==> src/rtl/fft_modulus_sink.sv <==
// ============================================================================
// Module      : fft_modulus_sink
// Description : FFT output sink. Frames checked against FFT_N, then a
//               pipelined floor(sqrt(re^2 + im^2)) is computed for each bin.
// Revision    : 1.0 - initial release
// ============================================================================
`default_nettype none

module fft_modulus_sink #(
    parameter int DATA_W = 16,
    parameter int FFT_N  = 128
) (
    input  logic              clk_50m,
    input  logic              rst,
    input  logic              source_valid,
    input  logic              source_sop,
    input  logic              source_eop,
    input  logic [DATA_W-1:0] source_real,
    input  logic [DATA_W-1:0] source_imag,
    output logic              data_sop,
    output logic              data_eop,
    output logic              data_valid,
    output logic [31:0]       data_modulus,
    output logic              frame_err
);

    localparam int c_RW = DATA_W + 1;
    localparam int c_L  = DATA_W + 4;
    localparam int c_CW = $clog2(FFT_N);
    localparam logic [c_CW-1:0] c_CNT_LAST = c_CW'(FFT_N - 1);
    localparam logic [c_CW-1:0] c_CNT_ONE  = c_CW'(1);

    localparam logic [0:0] c_S_IDLE  = 1'b0;
    localparam logic [0:0] c_S_FRAME = 1'b1;

    logic [0:0]      r_state, w_state_nxt;
    logic [c_CW-1:0] r_cnt, w_cnt_nxt;
    logic            w_accept, w_sop, w_eop, w_err;
    logic            r_frame_err;

    always_ff @(posedge clk_50m or posedge rst) begin
        if (rst) begin
            r_state     <= c_S_IDLE;
            r_cnt       <= '0;
            r_frame_err <= 1'b0;
        end else begin
            r_state     <= w_state_nxt;
            r_cnt       <= w_cnt_nxt;
            r_frame_err <= w_err;
        end
    end

    always_comb begin
        w_state_nxt = r_state;
        w_cnt_nxt   = r_cnt;
        w_accept    = 1'b0;
        w_sop       = 1'b0;
        w_eop       = 1'b0;
        w_err       = 1'b0;
        if (source_valid) begin
            if (source_sop) begin
                // A sop always opens a fresh frame; a coincident eop is ignored.
                w_accept    = 1'b1;
                w_sop       = 1'b1;
                w_err       = source_eop || (r_state == c_S_FRAME);
                w_cnt_nxt   = c_CNT_ONE;
                w_state_nxt = c_S_FRAME;
            end else if (r_state == c_S_IDLE) begin
                w_err = 1'b1;
            end else begin
                w_accept = 1'b1;
                if (source_eop || (r_cnt == c_CNT_LAST)) begin
                    w_eop       = 1'b1;
                    w_err       = (r_cnt != c_CNT_LAST) || !source_eop;
                    w_cnt_nxt   = '0;
                    w_state_nxt = c_S_IDLE;
                end else begin
                    w_cnt_nxt = r_cnt + c_CNT_ONE;
                end
            end
        end
    end

    // Sideband chain: bit j flags a live sample in datapath stage j.
    logic [c_L:1] r_vld, r_sop, r_eop;

    always_ff @(posedge clk_50m or posedge rst) begin
        if (rst) begin
            r_vld <= '0;
            r_sop <= '0;
            r_eop <= '0;
        end else begin
            r_vld <= {r_vld[c_L-1:1], w_accept};
            r_sop <= {r_sop[c_L-1:1], w_sop};
            r_eop <= {r_eop[c_L-1:1], w_eop};
        end
    end

    logic signed [DATA_W-1:0]   r_re, r_im;
    logic signed [2*DATA_W-1:0] w_re_x, w_im_x, w_sq_re, w_sq_im;
    logic [2*DATA_W-1:0]        r_sq_re, r_sq_im;
    logic [2*c_RW-1:0]          r_rad [0:c_RW-1];
    logic [c_RW-1:0]            r_rem [1:c_RW-1];
    logic [c_RW-1:0]            r_root [1:c_RW-1];
    logic [c_RW-1:0]            r_root_out;

    assign w_re_x  = (2*DATA_W)'(r_re);
    assign w_im_x  = (2*DATA_W)'(r_im);
    assign w_sq_re = w_re_x * w_re_x;
    assign w_sq_im = w_im_x * w_im_x;

    always_ff @(posedge clk_50m) begin
        if (w_accept) begin
            r_re <= source_real;
            r_im <= source_imag;
        end
        if (r_vld[1]) begin
            r_sq_re <= w_sq_re;
            r_sq_im <= w_sq_im;
        end
        if (r_vld[2]) begin
            r_rad[0] <= {2'b00, r_sq_re} + {2'b00, r_sq_im};
        end
    end

    // Restoring square root: each stage consumes two radicand bits, MSB first.
    for (genvar k = 1; k <= c_RW; k++) begin : g_sqrt
        logic [c_RW-1:0] w_rem_prev, w_root_prev;
        logic [c_RW+1:0] w_rem_sh, w_trial;
        logic            w_ge;

        if (k == 1) begin : g_first
            assign w_rem_prev  = '0;
            assign w_root_prev = '0;
        end else begin : g_rest
            assign w_rem_prev  = r_rem[k-1];
            assign w_root_prev = r_root[k-1];
        end

        assign w_rem_sh = {w_rem_prev, r_rad[k-1][2*c_RW-1 -: 2]};
        assign w_trial  = {w_root_prev, 2'b01};
        assign w_ge     = (w_rem_sh >= w_trial);

        if (k < c_RW) begin : g_mid
            logic [c_RW+1:0] w_diff;
            assign w_diff = w_ge ? (w_rem_sh - w_trial) : w_rem_sh;

            always_ff @(posedge clk_50m) begin
                if (r_vld[k+2]) begin
                    r_rad[k]  <= {r_rad[k-1][2*c_RW-3:0], 2'b00};
                    r_rem[k]  <= c_RW'(w_diff);
                    r_root[k] <= c_RW'({w_root_prev, w_ge});
                end
            end
        end else begin : g_last
            always_ff @(posedge clk_50m or posedge rst) begin
                if (rst) begin
                    r_root_out <= '0;
                end else if (r_vld[k+2]) begin
                    r_root_out <= c_RW'({w_root_prev, w_ge});
                end
            end
        end
    end

    assign data_valid   = r_vld[c_L];
    assign data_sop     = r_sop[c_L];
    assign data_eop     = r_eop[c_L];
    assign data_modulus = {{(32-c_RW){1'b0}}, r_root_out};
    assign frame_err    = r_frame_err;

endmodule

`default_nettype wire
==> config.mk <==
export PLATFORM = sky130hd
export DESIGN_NAME = fft_modulus_sink
export DESIGN_NICKNAME = d
export VERILOG_FILES = /design/src/rtl/fft_modulus_sink.sv
export SDC_FILE = /design/constraint.sdc
export NUM_CORES = 2
export LEC_CHECK = 0
export ABC_AREA = 1
export BUFFER_PORTS_ARGS = -buffer_cell sky130_fd_sc_hd__buf_2
export CAP_MARGIN = 20
export CORE_UTILIZATION = 55
export CTS_BUF_LIST = sky130_fd_sc_hd__clkbuf_16
export CTS_CLUSTER_DIAMETER = 80
export CTS_CLUSTER_SIZE = 14
export DETAILED_ROUTE_END_ITERATION = 6
export GPL_TIMING_DRIVEN = 0
export PLACE_DENSITY = 0.71
export SYNTH_ARGS = -nofsm -noshare
export SYNTH_HDL_FRONTEND = slang
export SYNTH_SLANG_ARGS = --single-unit
==> constraint.sdc <==
create_clock -name clk_50m -period 17.2 [get_ports clk_50m]
set_input_delay 1.72 -clock clk_50m [delete_from_list [all_inputs] [get_ports clk_50m]]
set_output_delay 1.72 -clock clk_50m [all_outputs]
set_load 0.1 [all_outputs]
After elaboration in Yosys (flattened, before gate mapping)
Memories as Yosys holds them, arrays and structs flattened.
Cells that the tools add are included.
{"block": "word_totals", "inputBits": 37, "output_inout_bits": 36, "n_memories": 3, "reg_bits": 182, "latchBits": 0, "ram_bits": 1122, "rom_bits": 0}
{"memory": "r_rad", "words": 17, "word_bits": 34, "read_ports": 17, "rd_clocked_by_memory_dff": 0, "wr": 17, "line_no": "102", "text": "logic [2*c_RW-1:0] r_rad [0:c_RW-1];"}
{"memory": "r_rem", "words": 16, "word_bits": 17, "read_ports": 16, "rd_clocked_by_memory_dff": 0, "wr": 16, "line_no": "103", "text": "logic [c_RW-1:0] r_rem [1:c_RW-1];"}
{"memory": "r_root", "words": 16, "word_bits": 17, "read_ports": 16, "rd_clocked_by_memory_dff": 0, "wr": 16, "line_no": "104", "text": "logic [c_RW-1:0] r_root [1:c_RW-1];"}
{"block": "classes", "n_div": 0, "bitwise_logic": 0, "shifts": 0, "eq_ne": 2, "reduce_logical": 6, "mux": 69, "add_sub_neg": 18, "n_lt_le_gt_ge": 17, "n_mul": 2}
{"cell": "$ge 19x19->1", "n": 16}
{"cell": "$mux 17", "n": 16}
{"cell": "$sub 17x17->17", "n": 15}
{"cell": "$mul 16x16->32", "n": 2}
{"cell": "$mux 1", "n": 50}
{"cell": "$add 32x32->33", "n": 1}
{"cell": "$mux 7", "n": 3}
{"cell": "$add 7x1->7 const B", "n": 1}
{"cell": "$eq 7x7->1 const B", "n": 1}
{"cell": "$ne 7x7->1 const B", "n": 1}
{"cell": "$logic_or 1x1->1", "n": 3}
{"cell": "$sub 2x1->3 const B", "n": 1}
{"cell": "$ge 2x1->1 const B", "n": 1}
{"cell": "$reduce_and 2->1", "n": 1}
{"cell": "$reduce_bool 2->1", "n": 1}
{"cell": "$logic_not 1->1", "n": 1}

Logic depth before layout (Yosys ltp)
{"block": "logic_depth", "depth_word": 6, "mapped_depth": 27}

Worst setup path before layout
Ideal clock, no wire load.
{"block": "synth_timing", "path_type": "register to register", "from": "register r_im[15]", "to": "register r_sq_im[31] (data pin)", "setup_ps": 252, "t_required_ps": 16948, "synth_period_minus_slack_ps": 6179, "arrival_ps": 5927, "path_stages_with_launch": 25, "slack_ps": 11021, "cell_sequence": "edfxtp_1 clkbuf_1 buf_1 nand2_1 fa_1 inv_1 fa_1 fa_1 inv_1 fa_1 inv_1 fa_1 inv_1 fa_1 inv_1 ha_1 nand2_1 nor2_1 nand3_1 nor3_1 nand2_1 nand3_1 inv_1 nand2_1 nand2_1"}
{"block": "synth_via", "elab_chain_len": 1}
{"element": "start, declared", "line_no": "99", "text": "logic signed [DATA_W-1:0] r_re, r_im;"}
{"element": "start signal, assigned", "line_no": "115", "text": "r_im <= source_imag;"}
{"element": "$mul 16x16->32", "line_no": "110", "text": "assign w_sq_im = w_im_x * w_im_x;"}
{"element": "named net w_sq_im[31]", "line_no": "100", "text": "logic signed [2*DATA_W-1:0] w_re_x, w_im_x, w_sq_re, w_sq_im;"}
{"element": "end signal, assigned", "line_no": "119", "text": "r_sq_im <= w_sq_im;"}
{"element": "end, declared", "line_no": "101", "text": "logic [2*DATA_W-1:0] r_sq_re, r_sq_im;"}
The timed path passes the listed nets, and every way through them passes these cells.
A chain may end at the register's enable or synchronous reset.

Worst setup path after layout
{"block": "layout_timing", "from": "register r_im[6]", "to": "register r_sq_im[31] (data pin)"}
The elaborated chain is that of the path after synthesis.

==> flow_metrics.tcl <==
set metrics [dict create \
    pin_count 73 \
    core-area_mm2 0.111 \
    synth_xor_xnor_area_share 0.0276 \
    floorplan.initialDensity 0.556 \
    place.port_buffers 56 \
    yosys.area.top_type_share 0.382 \
    relSlewSlack 0.375 \
    layout_worst_path_cycle_share 0.429 \
    timing.critical_path.fanout_max 10 \
    drtAntennaViolNets 0 \
    cts-root-to-sink-buffers 3 \
    clkTransAtPathRegs_ns 0.07 \
    timing.clock.skew_ns 0.0458 \
    post-synth-top-area-cell "sky130_fd_sc_hd__edfxtp_1" \
    synth.avg_cell_area_um2 9.42 \
    synthesis.instances 6535 \
    finalWeightedCongestion 0.943 \
    global_route_usage_over_all_layers 0.244 \
    antenna_cells_inserted 0 \
    routed_wirelength_um 134000 \
    cts_htree_levels 3 \
    ys_types 61 \
    post_synth_mux_area_share 0 \
    number_of_global_route_vias_before_repair 42800 \
    grt_setup_unrepaired "no" \
    grt_max_degree 53 \
    final_nets 7586 \
    synth_seq_cells 869 \
    yosysMostFrequentCell "sky130_fd_sc_hd__nand2_1" \
    max_freq_ghz 0.136 \
    placed_area_mm2 0.0642 \
    yosysSeqAreaShare 0.417 \
    layout_min_cycle_time_ns 7.37 \
    postCtsResizedCells 0 \
    wl_per_cell_um 16.2 \
    cts_buffers 73 \
    compound_gate_portion_of_the_synthesized_area 0.0561 \
    post_synth_instance_area_mm2 0.0616 \
    synthTopCellsByArea "sky130_fd_sc_hd__edfxtp_1, sky130_fd_sc_hd__fa_1, sky130_fd_sc_hd__nand2_1" \
    detailedPlacementHpwl_um 108000 \
    fillCellCount 9495 \
    timing.final.setup_violations 0 \
    initial_antenna_violation_count 0 \
    critical_path_class "flop to flop" \
    area_growth_syn_to_layout_pct 7.69 \
    synth_top_family_by_area "adder cells" \
    run_status "complete, no violations" \
    detailedRoute.firstIterationViolations 2971 \
    synth.cells.most_frequent "sky130_fd_sc_hd__nand2_1, sky130_fd_sc_hd__inv_1, sky130_fd_sc_hd__edfxtp_1, sky130_fd_sc_hd__fa_1, sky130_fd_sc_hd__nor2_1" \
    min-delay-path-class "flop to flop" \
    final.setup.tns_ns 0 \
    post-place-ws_ns 9.88 \
    post_route_cells_drive_above_1_share 0.0570 \
    worst_slew_pin_slew_ns 0.937 \
    cts.hold.buffers_added 0 \
    detailroute.via_count 42800 \
    source_to_sink_clock_delay_at_the_later_pin_of_the_worst_skew_pair_ns 0.66 \
    synth-simple-area-share 0.173 \
    drt-pass1-iter-count 6 \
    wire_length_of_the_first_global_routing_pass_um 219000 \
    worstPathRequired_ns 17.61 \
    crit-reg2reg-launch "r_im[6]" \
    crit_start "r_im[6]" \
    die_area_mm2 0.113 \
    num_rows 122 \
    synth-edff-count 783 \
    grt_overflow 0 \
    timing.critical_path.from_type "flop" \
    route.detailed.vias_per_inst 5.20 \
    postSynth.asyncResetShare 0.0990 \
    tritoncts_num_sinks 869 \
    tritoncts "yes" \
    die-width_um 337 \
    ys_flop_type "sky130_fd_sc_hd__edfxtp_1" \
    yosys_warnings 0 \
    hold_path_startpoint "r_sop[5]" \
    post-cts-setup-buffers 0 \
    endpoint_arrival_time_on_the_critical_path_ns 7.78 \
    clock_tree.root_cell "sky130_fd_sc_hd__clkbuf_16" \
    setup_ws_ns 9.83 \
    hold_ws_ns 0.327 \
    critPathCaptureType "flop" \
    drc_errors 0 \
    final_max_tran_viols 0 \
    timing.final.hold_violations 0 \
    final_area_mm2 0.0663 \
    max_cap_viols 0 \
    yosys.area_share.adder 0.230 \
    die_y_um 337 \
]
-- flip-flops by register name, indices dropped and copies added, names as in the netlist --
register / flops
r_rad: 305
r_sop: 20
r_cnt: 7
frame_err: 1
r_sq_im: 31
r_sq_re: 31
r_root_out: 17
r_eop: 20
r_rem: 248
r_state: 1
r_root: 136
r_re: 16
r_vld: 20
r_im: 16
-- worst max-delay path, cell delays in order (launching register included) --
cell	delay [ns]
sky130_fd_sc_hd__edfxtp_1	0.39
sky130_fd_sc_hd__clkbuf_1	0.43
sky130_fd_sc_hd__clkbuf_1	0.64
sky130_fd_sc_hd__nand2_1	0.20
sky130_fd_sc_hd__fa_1	0.64
sky130_fd_sc_hd__inv_1	0.08
sky130_fd_sc_hd__fa_1	0.77
sky130_fd_sc_hd__fa_1	0.77
sky130_fd_sc_hd__inv_1	0.12
sky130_fd_sc_hd__fa_1	0.55
sky130_fd_sc_hd__inv_1	0.06
sky130_fd_sc_hd__fa_1	0.52
sky130_fd_sc_hd__inv_1	0.06
sky130_fd_sc_hd__fa_1	0.60
sky130_fd_sc_hd__inv_1	0.06
sky130_fd_sc_hd__ha_1	0.34
sky130_fd_sc_hd__nand2_1	0.08
sky130_fd_sc_hd__nor2_1	0.13
sky130_fd_sc_hd__nand3_1	0.12
sky130_fd_sc_hd__nor3_1	0.15
sky130_fd_sc_hd__nand2_1	0.08
sky130_fd_sc_hd__nand3_1	0.11
sky130_fd_sc_hd__inv_1	0.05
sky130_fd_sc_hd__nand2_1	0.07
sky130_fd_sc_hd__nand2_1	0.08
-- layer usage --
metal  GRT usage  wire length [µm]  part of all wire  vias to the layer above
met5           0                 0                 0                        -
met2       0.417             65600              0.49                     1048
met1       0.327             57600              0.43                    20400
met4      0.0686              3680             0.028                        0
li1            -                 -                 -                    21100
met3      0.0293              6670             0.050                      223
-- final cells by class --
cell class	count	area (µm²)	area share
plain buffers	112	633	0.00955
inverters	1414	5320	0.0801
flip-flops and latches	869	25700	0.387
well taps	1488	1860	0.0281
clock buffers	74	1850	0.0279
clock inverters	42	288	0.00434
multi-input cells	4155	30000	0.453
repair buffers	72	661	0.00996
-- stage by stage --
step,instances,util
finish,8226,0.599
global placement,8094,0.576
detailed placement,8109,0.579
floorplan,6550,-
global route,8226,0.599
CTS,8225,0.598
-- layout by cell type, fill, tap and decap left out, drive strengths merged, types with 72 or more instances in the layout --
cell type,netlist,routed
a21oi,310,310
buf,49,121
clkbuf,63,137
dfrtp,86,86
edfxtp,783,783
fa,466,466
ha,386,386
inv,1412,1446
nand2,1501,1501
nand3,333,333
nand4,72,72
nor2,412,412
nor3,85,85
o21ai,222,222
xor2,142,142
-- path summary, 6_finish.rpt --
path	endpoint	slack (ns)	depth (start not counted)
worst max-delay path	r_sq_im[31]	9.83	24
worst min-delay path	r_sop[6]	0.33	0
worst max register to register	r_sq_im[31]	9.83	24
worst min register to register	r_sop[6]	0.33	0
max in group asynchronous	r_vld[7]	15.46	3
min in group asynchronous	r_eop[7]	1.08	2
-- kinds of logic (layout without fill, tap and decap cells) --
group,count (synthesis),after routing
adder cells (fa/ha/maj),852,852
AND/OR/NAND/NOR,2487,2487
AO/OA/AOI/OAI,606,606
flip-flops,869,869
XOR/XNOR,194,194
buffers and inverters,1526,1714
other,1,16
Power is left out: the tool's default activity adds up to more than one toggle a clock period on the data nets, which glitch-free logic cannot reach.
